$ cat config.mk
export PLATFORM = sky130hd
export DESIGN_NAME = sensor_emu_gen_mc
export DESIGN_NICKNAME = d
export VERILOG_FILES = /design/src/rtl/sensor_emu_gen_mc.sv
export SDC_FILE = /design/constraint.sdc
export NUM_CORES = 1
export LEC_CHECK = 0
export BUFFER_PORTS_ARGS = -buffer_cell sky130_fd_sc_hd__buf_2
export CORE_AREA = 2 2 268 270
export DETAILED_ROUTE_END_ITERATION = 8
export DIE_AREA = 0 0 270 272
export PLACE_DENSITY = 0.54
export RECOVER_POWER = 100
export SETUP_SLACK_MARGIN = 0.1
export SLEW_MARGIN = 20
export SYNTH_ARGS = -nofsm -noshare
export SYNTH_HDL_FRONTEND = slang
export SYNTH_HIERARCHICAL = 1
export SYNTH_SLANG_ARGS = --single-unit
export TNS_END_PERCENT = 10
$ cat constraint.sdc
create_clock -name clk -period 11.7 [get_ports clk]
set_input_delay 1.17 -clock clk [delete_from_list [all_inputs] [get_ports clk]]
set_output_delay 1.17 -clock clk [all_outputs]
set_load 0.02 [all_outputs]
$ cat src/rtl/sensor_emu_gen_mc.sv
// Sensor-frame emulator: idle pattern or framed header/data/footer on a wide LVDS bus.
// Each frame consumes one pattern word from AXI-Stream at its start point.
`timescale 1ns/1ps

module sensor_emu_lane #(
    parameter int LANE = 0
) (
    input  logic [7:0]  byte_val,
    input  logic        idx_mode,
    output logic [63:0] lane_out
);
    for (genvar b = 0; b < 8; b++) begin : g_byte
        assign lane_out[8*b +: 8] = idx_mode ? 8'(LANE*8 + b) : byte_val;
    end
endmodule

module sensor_emu_gen_mc #(
    parameter int LVDS_WIDTH        = 512,
    parameter int PATTERN_WIDTH     = 32,
    parameter int SYNC_PERIOD_LOG2  = 8,
    parameter int SYNC_PULSE_LENGTH = 4,
    parameter int HEADER_CYCLES     = 16,
    parameter int FOOTER_CYCLES     = 4,
    parameter int CELL_REPEAT       = 4
) (
    input  logic                     clk,
    input  logic                     resetn,
    input  logic                     enable,
    input  logic                     rs0,
    input  logic                     rs256,
    input  logic [31:0]              cycles_per_frame,
    input  logic [7:0]               idle_0,
    input  logic [7:0]               idle_1,
    input  logic [31:0]              frame_header,
    input  logic [7:0]               footer_byte,
    output logic                     pa_sync,
    output logic [LVDS_WIDTH-1:0]    lvds,
    output logic                     sof,
    output logic                     eof,
    output logic [31:0]              frame_count,
    output logic [15:0]              underflow_count,
    input  logic [PATTERN_WIDTH-1:0] PATTERN_TDATA,
    input  logic                     PATTERN_TVALID,
    output logic                     PATTERN_TREADY
);
    localparam int NUM_LANES = LVDS_WIDTH / 64;
    localparam int CR_LOG2   = $clog2(CELL_REPEAT);
    localparam logic [31:0] MIN_LEN  = 32'(HEADER_CYCLES + FOOTER_CYCLES + 2);
    localparam logic [31:0] HDR_LAST = 32'(HEADER_CYCLES - 1);
    localparam logic [31:0] FTR_LEN  = 32'(FOOTER_CYCLES);
    localparam logic [SYNC_PERIOD_LOG2-1:0] PULSE_LEN = SYNC_PERIOD_LOG2'(SYNC_PULSE_LENGTH);

    typedef enum logic [2:0] {S_RESET, S_IDLE0, S_IDLE1, S_HDR, S_DATA, S_FTR} state_t;

    // Everything a frame needs is frozen at its start so mid-frame input changes are ignored.
    typedef struct packed {
        logic [31:0] len;
        logic [31:0] seq;
        logic [63:0] pattern;
        logic [31:0] header;
        logic [7:0]  footer;
    } frame_ctx_t;

    state_t                      state, state_nxt;
    frame_ctx_t                  ctx;
    logic [31:0]                 cycle_number;
    logic [SYNC_PERIOD_LOG2-1:0] free_timer;
    logic                        trigger, last_cycle, start_point, accept, underflow;
    logic [7:0]                  byte_val;
    logic                        idx_mode;
    logic [NUM_LANES-1:0][63:0]  lanes;

    assign trigger     = enable & (rs0 | rs256) & (free_timer == '0);
    assign last_cycle  = (state == S_FTR) && (cycle_number == ctx.len - 32'd1);
    assign start_point = (state == S_IDLE1) || last_cycle;
    assign accept      = start_point & trigger & PATTERN_TVALID;
    assign underflow   = start_point & trigger & ~PATTERN_TVALID;

    assign PATTERN_TREADY = accept;
    // Held low in RESET so the sync output is quiet while the block is reset.
    assign pa_sync = enable & (free_timer < PULSE_LEN) & (state != S_RESET);
    assign sof     = (state == S_HDR);
    assign eof     = (state == S_FTR);

    always_ff @(posedge clk or negedge resetn) begin
        if (!resetn) free_timer <= '0;
        else         free_timer <= free_timer + 1'b1;
    end

    always_ff @(posedge clk or negedge resetn) begin
        if (!resetn) state <= S_RESET;
        else         state <= state_nxt;
    end

    always_comb begin
        state_nxt = state;
        case (state)
            S_RESET: state_nxt = S_IDLE0;
            S_IDLE0: state_nxt = S_IDLE1;
            S_IDLE1: state_nxt = accept ? S_HDR : S_IDLE0;
            S_HDR:   if (cycle_number == HDR_LAST) state_nxt = S_DATA;
            S_DATA:  if (cycle_number == ctx.len - 32'd1 - FTR_LEN) state_nxt = S_FTR;
            S_FTR:   if (last_cycle) state_nxt = accept ? S_HDR : S_IDLE0;
            default: state_nxt = S_RESET;
        endcase
    end

    always_ff @(posedge clk or negedge resetn) begin
        if (!resetn) begin
            ctx             <= '0;
            cycle_number    <= '0;
            frame_count     <= '0;
            underflow_count <= '0;
        end else begin
            if (accept) begin
                ctx.len      <= (cycles_per_frame < MIN_LEN) ? MIN_LEN : cycles_per_frame;
                ctx.seq      <= frame_count;
                ctx.pattern  <= {(64/PATTERN_WIDTH){PATTERN_TDATA}};
                ctx.header   <= frame_header;
                ctx.footer   <= footer_byte;
                frame_count  <= frame_count + 32'd1;
                cycle_number <= '0;
            end else if (state == S_HDR || state == S_DATA || state == S_FTR) begin
                cycle_number <= cycle_number + 32'd1;
            end
            if (underflow && underflow_count != 16'hFFFF)
                underflow_count <= underflow_count + 16'd1;
        end
    end

    // One byte value per cycle, broadcast to every byte lane (cycle 8 of the header is the exception).
    always_comb begin
        byte_val = '0;
        idx_mode = 1'b0;
        case (state)
            S_IDLE0: byte_val = idle_0;
            S_IDLE1: byte_val = idle_1;
            S_HDR: begin
                if (cycle_number < 32'd4)
                    byte_val = ctx.header[{cycle_number[1:0], 3'b000} +: 8];
                else if (cycle_number < 32'd8)
                    byte_val = ctx.seq[{cycle_number[1:0], 3'b000} +: 8];
                else if (cycle_number == 32'd8)
                    idx_mode = 1'b1;
            end
            // Pattern bytes are taken MSB first: byte k sits at bit 63-8k.
            S_DATA:  byte_val = ctx.pattern[{~cycle_number[CR_LOG2 +: 3], 3'b000} +: 8];
            S_FTR:   byte_val = ctx.footer;
            default: ;
        endcase
    end

    for (genvar l = 0; l < NUM_LANES; l++) begin : g_lane
        sensor_emu_lane #(.LANE(l)) u_lane (
            .byte_val (byte_val),
            .idx_mode (idx_mode),
            .lane_out (lanes[l])
        );
    end

    assign lvds = lanes;
endmodule

==> impl_metrics.yaml, run 1 <==
status:
  status: "complete, but fails checks"
  violations: "capacitance limit, slew limit"
yosys:
  synth_edf_count: 0
  synthCells: 2022
  synth_flop_cell: "dfrtp_1"
  seq_area_frac_synth_pct: 33.0
  synth.cell_area_um2: 17200
  ys_ff_latch: 227
  ys_types: 87
  syn_nets: 2157
  async_flop_share_pct: 100
  yosys_warnings: 6
  syn_avg_cell_area_um2: 8.51
pwr:
  p_clk_share_pct: 19.5
  ir_drop_mv: 0.262
  pwr-share-comb_pct: 60.4
  p_int_mw: 2.04
  leakage_nw: 8.12
  p_per_area_nw_per_um2: 254
  p_seq_share_pct: 20.1
  swShare_pct: 56.7
  power_switching_mw: 2.68
sta:
  fmax_mhz: 136
  rsz0062_at_grt: "false"
  final_hold_viol_count: 0
  final.min_clock_period_ns: 7.37
  tightest_slew_ns: 5.44
  hold-worst-slack_ns: 0.459
  setup_tns_ns: 0
  setup_violations: 0
  slew_headroom_pct: -263
  fin_skew_ns: 0.0145
  drv_slew: 239
  fin_crit_sh_pct: 63.0
grt:
  grt_max_degree: 97
  grt_pass1_vias: 13196
  grt_usage_pct: 17.4
  overflow: 0
  grt_antenna_before_repair: 13
  grt_pass1_wl_um: 94500
detailed_routing:
  wl_per_cell_um: 20.9
  wl_um: 67100
  drc_errors: 0
  viasPerCell: 4.42
  drtIter0Drc: 1022
  drt_first_pass_iters: 5
  num_vias: 14187
  ant_nets: 0
worst_setup_path:
  crit_slowest_cell: "nor4_1"
  cp_common_cell: "nor4_1"
  endpoint_kind: "register"
  crit_required_ns: 12.17
  worstPathCellList: "nor4_1 -> nand4_1 -> nor4_1 -> mux2_1 -> nand4b_1 -> nor4b_1 -> a41oi_1 -> nor2_4 -> clkbuf_1 -> nand2_1 -> o21ai_0"
  worst_setup_path_start_kind: "register"
  cp_max_fo: 41
  slowest_delay_ns: 1.37
  crit_type: "reg2reg"
  cp_data_arrival_time_ns: 7.84
floorplanning:
  core_area_um2: 70800
  rows: 98
  initial_core_util_pct: 24.3
  die-area_um2: 73400
  dieHeight_um: 272
  fp.dieW_um: 270
  io_pins: 690
clock_network:
  cts_sinks: 227
  clk_pin_slew_ns: 0.06
  cts_buffers: 30
  post_cts_buffers: 0
  insertion_delay_ns: 0.58
  cts_tree: "done"
  cts_resized: 0
  cts_hold_buf: 0
  h-tree-depth: 1
  cts_root_buffer: "clkbuf_16"
  clock_path_buffers: 3
final_layout:
  drive_gt1_share_pct: 12.8
  utilization_pct: 26.2
  final_cell_area_um2: 18500
  most-common-layout-cells: "clkbuf_1 (529), nand2_1 (434), dfrtp_1 (226), buf_2 (173), nor2_1 (98)"
  syn2layout_area_growth_pct: 7.85
  fin_nets: 2369
  mostFrequentLayoutCell: "clkbuf_1"
min_path:
  hp-class: "reg2reg"
place:
  dp.final_hpwl_um: 52800
  portBuffers: 689
  finalWeightedCongestion: 0.851
  place_area_um2: 18300
run:
  drv_cap: 7
-- final cells by class --
| cell class | instances | area (µm²) |
|---|---|---|
| sequential | 227 | 5680 |
| clock buffer | 43 | 850 |
| antenna | 7 | 17.5 |
| timing repair buffer | 703 | 2890 |
| multi-input combinational | 1246 | 7690 |
| fill | 7987 | 52200 |
| tap | 950 | 1190 |
| clock inverter | 11 | 139 |
| inverter | 26 | 97.6 |
-- worst max-delay path, delay by kind of cell, from the launching register on --
kind                   cells  cell delay, ns
and+or+nand+nor            7            4.23
buffers and inverters      1            1.33
AOI/OAI and AO/OA          2            0.73
muxes                      1            0.41
DFF                        1            0.53
-- state kept, by name (all words and copies together) (netlist names) --
| signal | cells |
|---|---|
| ctx | 136 |
| cycle_number | 32 |
| frame_count | 32 |
| free_timer | 8 |
| state | 3 |
| underflow_count | 16 |
-- power by group through the flow --
stage / Sequential [mW] / Clock [mW] / Combinational (mW)
5_1_grt: 0.960 / 0.976 / 3.02
6_report: 0.950 / 0.918 / 2.85
2_1_floorplan: 0.887 / 0 / 2.77
3_5_place_dp: 0.963 / 0 / 3.06
3_3_place_gp: 0.963 / 0 / 3.07
4_1_cts: 0.950 / 0.946 / 3.07
-- per-layer routing --
layer	up-vias	global-route usage, %	part of all wire (%)
li1	6721	-	-
met1	6881	23.9	46
met2	499	27.7	45
met3	76	3.99	6.9
met4	10	3.99	2.2
met5	-	0	0.094
-- metrics by stage --
stage | power (mW) | setup slack [ns] | cells
final | 4.72 | 4.33 | 3213
after global routing | 4.96 | 3.59 | 3208
after CTS | 4.97 | 5.25 | 3206
after detailed placement | 4.03 | 5.89 | 3152
after global placement | 4.03 | 5.90 | 3152
after floorplan | 3.66 | 7.29 | 2022
-- Yosys cell counts (all sizes together), types with 3 or more instances --
cell    count  area [µm²]
buf       468        3480
nand2     434        1630
dfrtp     227        5680
nor2      101         384
xnor2      97         850
nand3      59         295
nor2b      56         350
clkbuf     55         208
xor2       52         455
nand4      49         343
nor3       44         263
or2        44         275
nor4       39         314
inv        26        97.6
o21ai      25         125
mux4       24         541
or3        18         118
and3       16         100
mux2i      16         160
a21oi      12        60.1
o21a       12        90.1
or4        10        86.3
a22oi       9        67.6
ha          9         113
o22ai       9        56.3
o31ai       9        72.6
a31oi       8        50.1
nand2b      8        50.1
xnor3       8         180
o211ai      7        52.6
and2        6        37.5
and2b       6        48.8
a211oi      5        47.5
nand3b      5        37.5
nor4b       4        41.3
and4b       3        30.0
nand4b      3        26.3
o311ai      3        26.3
o41ai       3        33.8
-- cells by family (layout without fill, tap and decap cells) --
kind of cell,count (synthesis),count (layout),synth area share (%)
AO/OA/AOI/OAI,123,123,5.11
adder cells (fa/ha/maj),9,9,0.655
multiplexers,42,42,4.20
flip-flops,227,227,33.0
buffers and inverters,549,783,22.0
XOR/XNOR,157,157,8.64
AND/OR/NAND/NOR,915,915,26.3
other,0,7,0
-- worst paths after layout --
path / from / endpoint / depth (start not counted) / slack (ns)
hold / removal: ctx[124] / ctx[124] / 2 / 0.46
max in group asynchronous: resetn / ctx[31] / 2 / 6.03
setup reg to reg: ctx[138] / ctx[141] / 11 / 4.33
setup / recovery: ctx[138] / ctx[141] / 11 / 4.33
hold reg to reg: ctx[124] / ctx[124] / 2 / 0.46
min in group asynchronous: resetn / ctx[140] / 1 / 2.60
Note: power is estimated with default switching activity, not from simulation.
==> run 2: changes to the inputs <==
--- a/config.mk
+++ b/config.mk
@@ -6,10 +6,10 @@
 export NUM_CORES = 1
 export LEC_CHECK = 0
 export BUFFER_PORTS_ARGS = -buffer_cell sky130_fd_sc_hd__buf_2
-export CORE_AREA = 2 2 268 270
+export CORE_AREA = 2 2 266 268
 export DETAILED_ROUTE_END_ITERATION = 8
-export DIE_AREA = 0 0 270 272
-export PLACE_DENSITY = 0.54
+export DIE_AREA = 0 0 268 270
+export PLACE_DENSITY = 0.56
 export RECOVER_POWER = 100
 export SETUP_SLACK_MARGIN = 0.1
 export SLEW_MARGIN = 20
==> constraint.sdc (replaced) <==
create_clock -name clk -period 6.75 [get_ports clk]
set_input_delay 0.675 -clock clk [delete_from_list [all_inputs] [get_ports clk]]
set_output_delay 0.675 -clock clk [all_outputs]
set_load 0.02 [all_outputs]
==> run 2 against run 1 <==
  * The flow still finishes with violations (capacitance limit, slew limit)
  * Clock skew fell by 0.0010 ns
  * Hold slack lost 0.18 ns
  * Non-clock buffer count increased by 5
  * Final area is 0.74% higher
  * Core utilization increased by 0.65 points
  * Count of clock-buffer cells in the layout is 4 lower
  * Global-route usage is 0.57 points higher
  * Final cell count barely moved
  * Sequential share of layout area decreased by 0.23 points
  * Largest cell class unchanged
==> impl_metrics.yaml, run 2 (synthesized netlist as in run 1, its figures left out) <==
sta:
  drv_slew: 281
  tightest_slew_ns: 3.06
  slew_headroom_pct: -104
  setup_violations: 0
  fmax_mhz: 172
  final.min_clock_period_ns: 5.83
  final_hold_viol_count: 0
  rsz0062_at_grt: "false"
  setup_tns_ns: 0
  fin_skew_ns: 0.0135
  fin_crit_sh_pct: 86.3
final_layout:
  instances_no_fill: 3211
  top_register: "ctx"
  mostFrequentLayoutCell: "clkbuf_1"
  drive_gt1_share_pct: 13.5
  reg_top3: "ctx (136), cycle_number (32), frame_count (32)"
  largest_register_ffs: 136
  syn2layout_area_growth_pct: 8.64
  final_cell_area_um2: 18700
  fin_nets: 2375
  most-common-layout-cells: "clkbuf_1 (521), nand2_1 (434), dfrtp_1 (227), buf_2 (177), nor2_1 (98)"
floorplanning:
  core_area_um2: 69500
  io_pins: 690
  fp.dieW_um: 268
  initial_core_util_pct: 24.7
  rows: 97
  die-area_um2: 72400
  dieHeight_um: 270
grt:
  met1_usage_pct: 25.5
  top_usage_layer: "met2"
  grt_antenna_before_repair: 18
  use_met3_pct: 3.36
  grt_pass1_vias: 13387
  overflow: 0
  grt_max_degree: 176
  grt_usage_pct: 18.0
  met2_usage_pct: 28.2
  grt_pass1_wl_um: 95200
worst_setup_path:
  worst_setup_path_start_kind: "register"
  cp_data_arrival_time_ns: 5.15
  reg2reg_from: "ctx[138]"
  crit_start: "cycle_number[2]"
  endpoint_kind: "output pin"
  cp_max_fo: 46
  crit_type: "reg2out"
  crit_required_ns: 6.07
  r2r_slack_ns: 1.06
status:
  status: "complete, but fails checks"
  violations: "capacitance limit, slew limit"
place:
  finalWeightedCongestion: 0.905
  portBuffers: 689
  dp.final_hpwl_um: 53300
  place_area_um2: 18300
  dpl.cell_count: 3145
clock_network:
  cts_sinks: 227
  cts_buffers: 31
  cts_tree: "done"
  insertion_delay_ns: 0.60
  cts_resized: 0
  clk_pin_slew_ns: 0.06
  cts_hold_buf: 1
  cts_root_buffer: "clkbuf_16"
  h-tree-depth: 1
  clock_path_buffers: 3
  post_cts_buffers: 0
pwr:
  p_per_area_nw_per_um2: 443
  leakage_nw: 8.21
  ir_drop_mv: 0.344
detailed_routing:
  wl_per_cell_um: 21.0
  num_vias: 14309
  drt_first_pass_iters: 5
  viasPerCell: 4.46
  ant_nets: 0
  wl_um: 67600
  drtIter0Drc: 988
  drc_errors: 0
min_path:
  min_from: "frame_header[14]"
  hp-class: "in2reg"
run:
  drv_cap: 5
==> run 2: metrics by stage <==
stage | power [mW] | hold slack (ns) | utilization, % | setup WS [ns]
final | 8.27 | 0.279 | 26.9 | 0.922
after global placement | 6.99 | 0.444 | 26.3 | 1.69
after detailed placement | 6.99 | 0.452 | 26.3 | 1.57
after floorplan | 6.34 | 0.379 | - | 2.75
after CTS | 8.72 | 0.243 | 27.8 | 1.24
after global routing | 8.74 | 0.260 | 26.8 | 0.532
==> run 2: worst paths after layout <==
kind,to,cells after the start
worst max-delay path,lvds[400],6
worst min register to register,ctx[92],2
worst min-delay path,ctx[22],3
max in group asynchronous,ctx[31],4
worst max register to register,underflow_count[6],10
min in group asynchronous,ctx[145],2
==> run 2: critical path, cell delays in order, from the launching register on <==
cell and delay [ns]:
dfrtp_1 0.78, clkbuf_1 0.91, and4b_1 0.90, buf_4 0.55, nor2b_1 0.61, clkbuf_1 0.48, clkbuf_1 0.29
==> run 2: layout make-up <==
type / count / area, µm²
antenna: 9 / 22.5
tap: 940 / 1180
timing repair buffer: 708 / 2950
sequential: 227 / 5680
clock buffer: 39 / 866
clock inverter: 16 / 173
fill: 7922 / 50900
inverter: 26 / 97.6
multi-input combinational: 1246 / 7720
==> run 2: power breakdown <==
part           switching, mW  internal (mW)
clock                  0.688          0.987
sequential             0.208           1.45
combinational           3.80           1.14
==> run 2: layer usage <==
metal  wire, µm  vias up
li1           -     6741
met3       4470       58
met1      31300     6966
met4       1230        4
met2      30500      540
met5         28        -
